<file path="src/rtl/cmps_uop_sequencer_pkg.sv">
// Shared types for the CMPS uop sequencer: FSM state encoding and the
// presented-uop record {v, first, second, repne}.
package cmps_uop_sequencer_pkg;

    typedef enum logic [2:0] {
        ST_IDLE   = 3'd0,
        ST_FIRST  = 3'd1,
        ST_SECOND = 3'd2,
        ST_WAIT   = 3'd3,
        ST_HALT   = 3'd4
    } state_e;

    typedef struct packed {
        logic v;
        logic first;
        logic second;
        logic repne;
    } uop_t;

    localparam uop_t UOP_NONE = '{v: 1'b0, first: 1'b0, second: 1'b0, repne: 1'b0};

    function automatic uop_t make_uop(input logic v, input logic first,
                                      input logic second, input logic repne);
        uop_t u;
        u.v      = v;
        u.first  = first;
        u.second = second;
        u.repne  = repne;
        return u;
    endfunction

endpackage

</file>
<file path="src/rtl/cmps_uop_sequencer_sat_counter.sv">
// Saturating up-counter with synchronous clear (clear wins over increment).
module sat_counter #(
    parameter int W = 16
) (
    input  logic         clk,
    input  logic         rst_n,
    input  logic         clr,
    input  logic         inc,
    output logic [W-1:0] cnt
);

    localparam logic [W-1:0] CNT_MAX = {W{1'b1}};
    localparam logic [W-1:0] CNT_ONE = W'(1);

    // Iteration count: clear, saturating increment, otherwise hold
    always_ff @(posedge clk or negedge rst_n) begin
        if (!rst_n) begin
            cnt <= {W{1'b0}};
        end else if (clr) begin
            cnt <= {W{1'b0}};
        end else if (inc && (cnt != CNT_MAX)) begin
            cnt <= cnt + CNT_ONE;
        end else begin
            cnt <= cnt;
        end
    end

endmodule

</file>
<file path="src/rtl/cmps_uop_sequencer.sv">
// Splits CMPS into first/second uops, replays REPNE pairs until writeback
// terminates the loop, passes other instructions through, freezes on halt.
module cmps_uop_sequencer
    import cmps_uop_sequencer_pkg::*;
#(
    parameter int CNT_W = 16
) (
    input  logic             CLK,
    input  logic             CLR,
    input  logic             DE_V,
    input  logic             DE_IS_CMPS,
    input  logic             DE_REPNE,
    input  logic             DE_ECX_ZERO,
    input  logic             STALL_IN,
    input  logic             FLUSH,
    input  logic             WB_CMPS_DONE,
    input  logic             REPNE_TERMINATE_ALL,
    input  logic             HALT_ALL,
    output logic             DE_READY,
    output logic             UOP_V,
    output logic             UOP_IS_CMPS_FIRST,
    output logic             UOP_IS_CMPS_SECOND,
    output logic             UOP_REPNE,
    output logic [CNT_W-1:0] ITER_CNT,
    output logic             HALTED
);

    state_e state_r;
    uop_t   uop_r;
    logic   halted_r;
    logic   ready_s;
    logic   accept_s;
    logic   cnt_clr_s;
    logic   cnt_inc_s;

    assign ready_s   = ((state_r == ST_IDLE) | ((state_r == ST_SECOND) & ~uop_r.repne))
                       & ~STALL_IN & ~FLUSH & ~HALT_ALL;
    assign accept_s  = DE_V & ready_s;
    assign cnt_clr_s = accept_s & DE_IS_CMPS & DE_REPNE;
    // A REPNE second uop counts as an iteration once downstream takes it
    assign cnt_inc_s = (state_r == ST_SECOND) & uop_r.repne & ~STALL_IN & ~FLUSH & ~HALT_ALL;

    // Sequencer FSM together with the registered uop presentation
    always_ff @(posedge CLK or negedge CLR) begin
        if (!CLR) begin
            state_r  <= ST_IDLE;
            uop_r    <= UOP_NONE;
            halted_r <= 1'b0;
        end else if (HALT_ALL || (state_r == ST_HALT)) begin
            state_r  <= ST_HALT;
            uop_r    <= UOP_NONE;
            halted_r <= 1'b1;
        end else if (FLUSH) begin
            state_r <= ST_IDLE;
            uop_r   <= UOP_NONE;
        end else if (state_r == ST_WAIT) begin
            // Writeback sits past the stall point, so WAIT listens even when stalled;
            // a replay under stall leaves FIRST pending with V=0 until the stall drops.
            if (WB_CMPS_DONE) begin
                state_r <= REPNE_TERMINATE_ALL ? ST_IDLE : ST_FIRST;
                if (!STALL_IN) begin
                    uop_r <= REPNE_TERMINATE_ALL ? UOP_NONE
                                                 : make_uop(1'b1, 1'b1, 1'b0, 1'b1);
                end else begin
                    uop_r <= uop_r;
                end
            end else begin
                state_r <= state_r;
            end
        end else if (!STALL_IN) begin
            case (state_r)
                ST_IDLE, ST_SECOND: begin
                    if ((state_r == ST_SECOND) && uop_r.repne) begin
                        state_r <= ST_WAIT;
                        uop_r   <= make_uop(1'b0, 1'b0, 1'b0, 1'b1);
                    end else if (accept_s && !DE_IS_CMPS) begin
                        state_r <= ST_IDLE;
                        uop_r   <= make_uop(1'b1, 1'b0, 1'b0, 1'b0);
                    end else if (accept_s && !DE_REPNE) begin
                        state_r <= ST_FIRST;
                        uop_r   <= make_uop(1'b1, 1'b1, 1'b0, 1'b0);
                    end else if (accept_s && !DE_ECX_ZERO) begin
                        state_r <= ST_FIRST;
                        uop_r   <= make_uop(1'b1, 1'b1, 1'b0, 1'b1);
                    end else begin
                        state_r <= ST_IDLE;
                        uop_r   <= UOP_NONE;
                    end
                end
                ST_FIRST: begin
                    if (!uop_r.v) begin
                        uop_r <= make_uop(1'b1, 1'b1, 1'b0, uop_r.repne);
                    end else begin
                        state_r <= ST_SECOND;
                        uop_r   <= make_uop(1'b1, 1'b0, 1'b1, uop_r.repne);
                    end
                end
                default: begin
                    state_r <= ST_IDLE;
                    uop_r   <= UOP_NONE;
                end
            endcase
        end else begin
            state_r <= state_r;
            uop_r   <= uop_r;
        end
    end

    sat_counter #(
        .W(CNT_W)
    ) u_iter_cnt (
        .clk   (CLK),
        .rst_n (CLR),
        .clr   (cnt_clr_s),
        .inc   (cnt_inc_s),
        .cnt   (ITER_CNT)
    );

    assign DE_READY           = ready_s;
    assign UOP_V              = uop_r.v;
    assign UOP_IS_CMPS_FIRST  = uop_r.first;
    assign UOP_IS_CMPS_SECOND = uop_r.second;
    assign UOP_REPNE          = uop_r.repne;
    assign HALTED             = halted_r;

endmodule

</file>
<file path="config.mk">
export PLATFORM = sky130hd
export DESIGN_NAME = cmps_uop_sequencer
export DESIGN_NICKNAME = d
export VERILOG_FILES = /design/src/rtl/cmps_uop_sequencer_pkg.sv /design/src/rtl/cmps_uop_sequencer_sat_counter.sv /design/src/rtl/cmps_uop_sequencer.sv
export SDC_FILE = /design/constraint.sdc
export NUM_CORES = 1
export LEC_CHECK = 0
export ABC_AREA = 1
export ABC_CLOCK_PERIOD_IN_PS = 2100
export BUFFER_PORTS_ARGS = -buffer_cell sky130_fd_sc_hd__buf_4
export CORE_ASPECT_RATIO = 1.1
export CORE_UTILIZATION = 54
export CTS_CLUSTER_DIAMETER = 60
export DETAILED_ROUTE_END_ITERATION = 8
export PLACE_DENSITY = 0.9
export SLEW_MARGIN = 20
export SYNTH_ARGS = -nofsm -noshare
export SYNTH_HDL_FRONTEND = slang
export SYNTH_SLANG_ARGS = --single-unit
</file>
<file path="constraint.sdc">
create_clock -name CLK -period 2.1 [get_ports CLK]
set_clock_uncertainty 0.1 [all_clocks]
set_input_delay 0 -clock CLK [delete_from_list [all_inputs] [get_ports CLK]]
set_output_delay 0 -clock CLK [all_outputs]
set_load 0.01 [all_outputs]
</file>
==> impl_metrics.ini, run 1 <==
[outcome]
outcome = completed

[worst_setup_path]
r2r_start = state_r[1]$_DFFE_PN0P_
slowest_delay_ns = 0.55
required_ns = 2.27
r2r_cells = 10
worst_setup_path_end_kind = flip-flop
cp-endpoint = UOP_V$_DFFE_PN0P_
reg2reg_to = UOP_V$_DFFE_PN0P_
path_class = reg -> reg
critPathMaxFanout = 5
cp.arrival_ns = 2.11
rrSetupSlack_ns = 0.16
crit_chain = nor2_1 > nand2_1 > nand2_1 > nor2_2 > o21ai_2 > inv_2 > nor2_2 > nand2_1 > nand2_1 > dlygate4sd3_1
startpoint_type = flip-flop
worstSetupStartpoint = state_r[1]$_DFFE_PN0P_
cp_slowest_cell = dlygate4sd3_1
cp_common_cell = nand2_1

[sta]
grt_setup_unrepaired = no
timing.fmax_mhz = 516
layout_min_cycle_time_ns = 1.94
maxSlewViolCount = 0
final_hold_viol_count = 0
setup_tns_ns = 0
min_period_over_period_pct = 92.3
setup_viol = 0
worst_slew_pin_slew_ns = 0.378
slew_headroom_pct = 74.7

[die]
dieArea_sq_um = 3210
design.core.area_sq_um = 2800
fp.dieW_um = 54.1
rows = 20
initial_core_util_pct = 57.5
die_h_um = 59.3
io_pins = 33

[finish]
regArea_sq_um = 602
nFillCells = 229
finalNonFillerCells = 301
finalNetCount = 281
antenna_cells = 0
multi_input_area_sq_um = 903
area_growth_pct = 26.8
drive_above_1_share_pct = 22.8

[global_route]
grt.busiest_layer = met2
met2_usage_pct = 46.9
overflow = 0
use_met1_pct = 29.3
grt_pass1_wl_um = 5920
grtUsageTotal_pct = 25.5
use_met3_pct = 3.33
antenna_found_initial = 0
grt_max_degree = 33
grt_pass1_vias = 1435

[logic_synthesis]
synth_edf_count = 0
synthDistinctLibCells = 26
seq_area_frac_synth_pct = 37.3
ys_top_cells_by_count = 66 x nand2_1, 33 x nand3_1, 24 x dfrtp_1
syn_nets = 237
yosysWarnings = 0
yosys.area.top_type_share_pct = 37.3
ys_top_cells_by_area = dfrtp_1 37%, nand2_1 15%, nand3_1 10%, nand4_1 5.4%, inv_1 4.4%
synthCells = 225
yosysMostFrequentCell = nand2_1
async_reset_ff_share_pct = 100
yosys.area.top_type = dfrtp_1
synth_area_sq_um = 1610
synth_area_per_cell_sq_um = 7.16
synth-seq-cells = 24
synth_ff_type = dfrtp_1

[cts]
cts_tree = built
clock_latency_ns = 0.32
clk_path_buf_depth = 2
cts_buffers = 3
postCtsSetupBuffers = 0
root_buffer = clkbuf_4
cts_max_level = 1
cts_sinks = 24
clk_pin_slew_ns = 0.14

[drt]
dr.pass1.iters = 4
dr.first_iter.drc_count = 50
vias = 1619
routed_wl_um = 3670
viasPerCell = 5.38
drcViolationCount = 0
wl_per_cell_um = 12.2
ant_nets = 0

[placed_design]
dpl.hpwl_um = 2670
io_buffers = 32
dp_cells = 286
place_congestion = 0.907

[power]
powerDensity_nw_per_um2 = 414
power.total_uw = 846
vdd_ir_drop_max_mv = 0.460
power.leakage_uw = 0.00104

[hold_path]
hold_class = in -> reg

[flow_run]
maxCapViolations = 0
## metrics by stage
step                instance area [sq um]  worst slack, ns  util [%]  hold slack, ns
floorplan                            1610            0.501         -          -0.396
global placement                     1860            0.469      66.5          -0.188
detailed placement                   1860            0.404      66.5          -0.184
CTS                                  2030           0.0190      72.3          0.0142
global route                         2040          0.00526      72.9          0.0238
finish                               2040            0.162      72.9         0.00742
## flip-flops by register name (all words and copies together), names as in the netlist
name / count
UOP_REPNE: 1
UOP_IS_CMPS_SECOND: 1
state_r: 3
u_iter_cnt.cnt: 16
UOP_V: 1
HALTED: 1
UOP_IS_CMPS_FIRST: 1
## final cells by class
type,instances,area share [%]
multi-input combinational,173,44.2
sequential,24,29.5
timing repair buffer,44,17.5
inverter,23,4.23
tap,33,2.02
clock inverter,1,1.47
clock buffer,3,1.10
## per-layer routing
metal	up-vias	share of wire, %
met3	4	3.8
met1	749	42
li1	824	-
met4	0	1.1
met2	42	53
met5	-	0
## power by group
part	switching [uW]	leakage [uW]	internal, uW
logic	23.0	0.000697	25.1
clock network	142	0.0000279	193
registers	0.485	0.000313	463
total	166	0.00104	681
## cells in the final DEF, fill, tap and decap left out, drive strengths merged, types with 2 or more instances in the layout
cell	Yosys	final
dlygate4sd3	0	11
and2	2	2
o21bai	4	4
dfrtp	24	24
nand4	15	15
nand2	68	68
nor2	25	25
xor2	6	6
or2	4	4
nand3	34	34
clkbuf	0	3
o21ai	7	7
inv	23	23
buf	5	33
nand3b	5	5
## worst max-delay path, delay by kind of cell, from the launching register on
kind / cells / cell delay, ns
flip-flops: 1 / 0.45
AO/OA/AOI/OAI: 1 / 0.08
AND/OR/NAND/NOR: 7 / 0.63
buffers and inverters: 2 / 0.63
## what timing repair did
| action | in CTS | in global routing |
|---|---|---|
| endpoints found under the hold margin | 30 | 0 |
| hold buffers | 11 | 0 |
| gates resized for setup | 0 | 6 |
| setup endpoints to repair | 0 | 2 |
## how the worst min path moves through the flow
stage,from,to,slack [ns],depth (start not counted)
2_1_floorplan,CLR,HALTED$_DFFE_PN0N_,-0.40,0
3_3_place_gp,CLR,u_iter_cnt.cnt[5]$_DFFE_PN0P_,-0.19,1
3_5_place_dp,CLR,u_iter_cnt.cnt[7]$_DFFE_PN0P_,-0.18,1
4_1_cts,DE_IS_CMPS,state_r[0]$_DFFE_PN0P_,0.01,5
5_1_grt,DE_IS_CMPS,state_r[0]$_DFFE_PN0P_,0.02,5
6_report,WB_CMPS_DONE,UOP_IS_CMPS_SECOND$_DFFE_PN0P_,0.007,5
## cell families (layout without fill, tap and decap cells)
family,Yosys count,count (layout),share of synthesized area (%)
simple gates,154,154,46.7
flops,24,24,37.3
fa+ha+maj,1,1,0.776
buf+inv,28,71,7.69
xor+xnor,6,6,3.26
compound gates,12,12,4.35
No activity file was read; power rests on OpenSTA's default activity.
==> run 2: changes to the inputs <==
BUFFER_PORTS_ARGS = -buffer_cell sky130_fd_sc_hd__clkbuf_2   (was -buffer_cell sky130_fd_sc_hd__buf_4)
==> run 2 against run 1 <==
Net effect:
- critical path type unchanged
- final cell count is 0.33% lower
- global-route usage rose by 0.43 points
- setup slack lost 0.0038 ns
- largest power group unchanged
==> impl_metrics.ini, run 2 (synthesized netlist as in run 1, its figures left out) <==
[outcome]
outcome = completed

[drt]
wl_per_cell_um = 12.6
dr.pass1.iters = 4
routed_wl_um = 3770
drcViolationCount = 0
vias = 1633
viasPerCell = 5.44
ant_nets = 0
dr.first_iter.drc_count = 60

[power]
p_switching_uw = 167
power_frac_comb_pct = 5.5
vdd_ir_drop_max_mv = 0.337
power_frac_seq_pct = 61.5
powerDensity_nw_per_um2 = 384
clkPwrFrac_pct = 33.0
p_sw_share_pct = 22.1
power.leakage_uw = 0.000997
intPower_uw = 587

[die]
die_h_um = 59.3
io_pins = 33
initial_core_util_pct = 57.5
design.core.area_sq_um = 2800
fp.dieW_um = 54.1
rows = 20
dieArea_sq_um = 3210

[placed_design]
dpl.hpwl_um = 2610
place_ws_ns = 0.413
place_congestion = 0.888
io_buffers = 32

[worst_setup_path]
cp_slowest_cell = dlygate4sd3_1
worst_setup_path_end_kind = flip-flop
required_ns = 2.23
critPathMaxFanout = 5
startpoint_type = flip-flop
cp_common_cell = nand2_1
slowest_delay_ns = 0.55
crit_chain = nor2_1 > nand2_1 > nand2_1 > nor2_2 > o21ai_2 > inv_2 > nor2_4 > nand2_1 > dlygate4sd3_1 > nand2_1
path_class = reg -> reg
cp.arrival_ns = 2.08
rrSetupSlack_ns = 0.16

[finish]
largest_reg_flops = 16
top_regs = u_iter_cnt.cnt (16), state_r (3)
area_growth_pct = 21.7
antenna_cells = 0
largest-register = u_iter_cnt.cnt
finalNetCount = 280
final_common_cell = nand2_1
layout_common_cells = 66 x nand2_1, 32 x nand3_1, 32 x clkbuf_2, 22 x dfrtp_1, 19 x inv_1
drive_above_1_share_pct = 23.2
nFillCells = 249

[sta]
worst_slew_pin_slew_ns = 0.603
timing.hold.ws_ns = 0.0177
timing.fmax_mhz = 515
setup_viol = 0
layout_min_cycle_time_ns = 1.94
setup_tns_ns = 0
final_hold_viol_count = 0
maxSlewViolCount = 0
slew_headroom_pct = 59.8
setup_slack_ns = 0.158
grt_setup_unrepaired = no
min_period_over_period_pct = 92.5

[flow_run]
maxCapViolations = 0

[global_route]
grt_max_degree = 33
grtUsageTotal_pct = 25.9
grt_pass1_vias = 1442
antenna_found_initial = 0
overflow = 0
grt_pass1_wl_um = 6080

[cts]
clk_pin_slew_ns = 0.14
cts_buffers = 3
cts_sinks = 24
clock_latency_ns = 0.32
postCtsSetupBuffers = 0
clk_path_buf_depth = 2
cts_max_level = 1
cts_tree = built
root_buffer = clkbuf_4

[hold_path]
hold_class = in -> reg
[run 2: cell types whose count changed in the layout (fill, tap and decap cells not counted), sizes merged]
cell         change
clkbuf          +33
dlygate4sd3      -1
bufinv           -1
buf             -32
[run 2: metrics by stage]
| step | utilization, % | instances | power [uW] | instance area (sq um) |
|---|---|---|---|---|
| 4_1_cts | 68.5 | 300 | 763 | 1920 |
| 3_3_place_gp | 63.6 | 286 | 500 | 1780 |
| 6_report | 70.0 | 300 | 753 | 1960 |
| 5_1_grt | 70.0 | 300 | 778 | 1960 |
| 3_5_place_dp | 63.6 | 286 | 500 | 1780 |
| 2_1_floorplan | - | 225 | 477 | 1610 |
[run 2: path summary, 6_finish.rpt]
check | endpoint | start | cells past startpoint
setup / recovery | UOP_IS_CMPS_FIRST$_DFFE_PN0P_ | state_r[0]$_DFFE_PN0P_ | 10
hold / removal | UOP_IS_CMPS_SECOND$_DFFE_PN0P_ | WB_CMPS_DONE | 5
setup reg to reg | UOP_IS_CMPS_FIRST$_DFFE_PN0P_ | state_r[0]$_DFFE_PN0P_ | 10
hold reg to reg | HALTED$_DFFE_PN0N_ | HALTED$_DFFE_PN0N_ | 1
max in group asynchronous | state_r[1]$_DFFE_PN0P_ | CLR | 2
min in group asynchronous | u_iter_cnt.cnt[1]$_DFFE_PN0P_ | CLR | 2
[run 2: power groups by stage]
stage	Sequential, uW	Clock [uW]	Combinational [uW]
after floorplan	472	0	5.49
after global placement	472	0	27.8
after detailed placement	472	0	28.4
after CTS	463	260	40.0
after global routing	463	269	45.8
final	463	249	41.6
[run 2: worst max-delay path: cells and delay by family, from the launching register on]
kind | cells | cell delay [ns]
buffers and inverters | 2 | 0.67
DFF | 1 | 0.46
AOI/OAI and AO/OA | 1 | 0.10
and+or+nand+nor | 7 | 0.54
[run 2: layout make-up]
type	instances	area, sq um	share of cell area, %
repair buffers	43	268	13.7
clock buffers	4	36.3	1.85
multi-input cells	173	926	47.2
well taps	33	41.3	2.11
inverters	23	86.3	4.40
flip-flops and latches	24	603	30.8
[run 2: what timing repair did]
action,4_1_cts,5_1_grt
gates resized for setup,0,11
setup endpoints to repair,0,1
hold buffers,10,0
endpoints found under the hold margin,30,0
[run 2: layer usage]
metal  track usage, %  part of all wire, %  vias to the layer above
li1                 -                    -                      823
met3             2.82                  4.4                        9
met2             46.9                   53                       49
met1             30.4                   40                      752
met4             10.3                  1.8                        0
met5                0                    0                        -
==> run 3: changes to the inputs <==
RECOVER_POWER = 50   (was default)
==> run 3 against run 2 <==
Net effect:
- total power rose by 0.26%
- wire length fell by 0.13%
- first-iteration DRC count rose by 15%
- combinational power barely moved
- register-to-register slack barely moved
- final cell count did not move
- sequential power barely moved
- clock-buffer cell count did not move
- non-clock buffer count did not move
- sequential share of layout area rose by 0.24 points
- critical endpoint unchanged
- global-route usage did not move
- clock power barely moved
==> impl_metrics.ini, run 3 (synthesized netlist as in run 1, its figures left out) <==
[drt]
dr.first_iter.drc_count = 69
vias = 1625
dr.pass1.iters = 4
viasPerCell = 5.42
wl_per_cell_um = 12.6
drcViolationCount = 0
routed_wl_um = 3770
ant_nets = 0

[cts]
clock_latency_ns = 0.32
cts_max_level = 1
cts_sinks = 24
cts_tree = built
clk_pin_slew_ns = 0.14
postCtsSetupBuffers = 0
root_buffer = clkbuf_4
cts_buffers = 3
clk_path_buf_depth = 2

[global_route]
antenna_found_initial = 0
grt_pass1_wl_um = 6080
overflow = 0
grt_pass1_vias = 1442
grt_max_degree = 33
grtUsageTotal_pct = 25.9

[placed_design]
place_ws_ns = 0.413
dpl.hpwl_um = 2610
place_congestion = 0.888
io_buffers = 32

[hold_path]
hp-start = WB_CMPS_DONE
hold-path-endpoint = UOP_IS_CMPS_SECOND$_DFFE_PN0P_
hold_path_depth = 5
hold_class = in -> reg

[worst_setup_path]
reg2reg_to = UOP_IS_CMPS_FIRST$_DFFE_PN0P_
critPathMaxFanout = 4
startpoint_type = flip-flop
required_ns = 2.28
r2r_cells = 7
cp.arrival_ns = 2.12
r2r_start = state_r[2]$_DFFE_PN0P_
rrSetupSlack_ns = 0.15
worst_setup_path_end_kind = flip-flop
path_class = reg -> reg

[die]
design.core.area_sq_um = 2800
rows = 20
initial_core_util_pct = 57.5
die_h_um = 59.3
fp.dieW_um = 54.1
io_pins = 33
dieArea_sq_um = 3210

[sta]
min_period_over_period_pct = 92.7
setup_tns_ns = 0
timing.fmax_mhz = 513
setup_viol = 0
slew_headroom_pct = 15.3
layout_min_cycle_time_ns = 1.95
worst_slew_pin_slew_ns = 1.27
final_hold_viol_count = 0
setup_slack_ns = 0.152
grt_setup_unrepaired = no
maxSlewViolCount = 0

[finish]
top_regs = u_iter_cnt.cnt (16), state_r (3)
area_growth_pct = 20.7
nFillCells = 254
layout_common_cells = 66 x nand2_1, 32 x nand3_1, 22 x dfrtp_1, 20 x clkbuf_2, 19 x inv_1
largest_reg_flops = 16
finalNetCount = 280
largest-register = u_iter_cnt.cnt
drive_above_1_share_pct = 18.7
antenna_cells = 0
final_core_util_pct = 69.4
final_common_cell = nand2_1

[flow_run]
maxCapViolations = 0

[power]
power.leakage_uw = 0.000959
powerDensity_nw_per_um2 = 388
vdd_ir_drop_max_mv = 0.337

[outcome]
outcome = completed
==> run 3: changes by cell type in the layout (fill, tap and decap cells not counted) <==
cell	change
clkbuf_1	+12
clkbuf_2	-12
==> run 3: repair_timing <==
action                                 CTS  global route
setup endpoints to repair                0             1
endpoints found under the hold margin   30             0
gates resized for setup                  0            11
hold buffers                            10             0
==> run 3: routing by layer <==
layer,vias up,track usage [%],routed length [um]
met2,50,46.9,2000
met1,746,30.4,1580
li1,822,-,-
met5,-,0,0
met4,0,10.3,61
met3,7,2.82,127
==> run 3: stage by stage <==
step                      hold WS [ns]  instance area, sq um  power (uW)  instances
after detailed placement       -0.0719                  1780         500        286
after global routing            0.0448                  1950         777        300
after global placement         -0.0744                  1780         500        286
after CTS                       0.0190                  1920         763        300
after floorplan                 -0.396                  1610         477        225
final                           0.0157                  1950         755        300
==> run 3: worst max-delay path by stage <==
stage	start	to	slack, ns	cells after the start
6_report	state_r[2]$_DFFE_PN0P_	UOP_IS_CMPS_FIRST$_DFFE_PN0P_	0.15	7
2_1_floorplan	u_iter_cnt.cnt[0]$_DFFE_PN0P_	u_iter_cnt.cnt[2]$_DFFE_PN0P_	0.50	10
5_1_grt	state_r[0]$_DFFE_PN0P_	UOP_IS_CMPS_FIRST$_DFFE_PN0P_	0.001	10
3_3_place_gp	u_iter_cnt.cnt[0]$_DFFE_PN0P_	u_iter_cnt.cnt[14]$_DFFE_PN0P_	0.47	9
3_5_place_dp	u_iter_cnt.cnt[0]$_DFFE_PN0P_	u_iter_cnt.cnt[14]$_DFFE_PN0P_	0.41	9
4_1_cts	state_r[2]$_DFFE_PN0P_	UOP_IS_CMPS_FIRST$_DFFE_PN0P_	0.04	9
==> run 3: critical path, stage by stage (launching register included) <==
cell	delay (ns)
dfrtp_1	0.45
inv_1	0.15
nand3_1	0.18
or2_1	0.27
nand3_1	0.08
nand2_1	0.06
dlygate4sd3_1	0.56
nand2_1	0.06
==> run 3: area by class of cell <==
type / instances / area (sq um) / share of cell area (%)
Clock buffer: 4 / 36.3 / 1.86
Inverter: 23 / 86.3 / 4.44
Multi-Input combinational cell: 173 / 926 / 47.6
Sequential cell: 24 / 603 / 31.0
Tap cell: 33 / 41.3 / 2.12
Timing Repair Buffer: 43 / 253 / 13.0
==> run 3: power breakdown <==
| part | internal, uW | switching, uW | total (uW) |
|---|---|---|---|
| clock network | 106 | 145 | 251 |
| logic | 17.9 | 23.4 | 41.3 |
| registers | 463 | 0.502 | 463 |
| total | 587 | 169 | 755 |
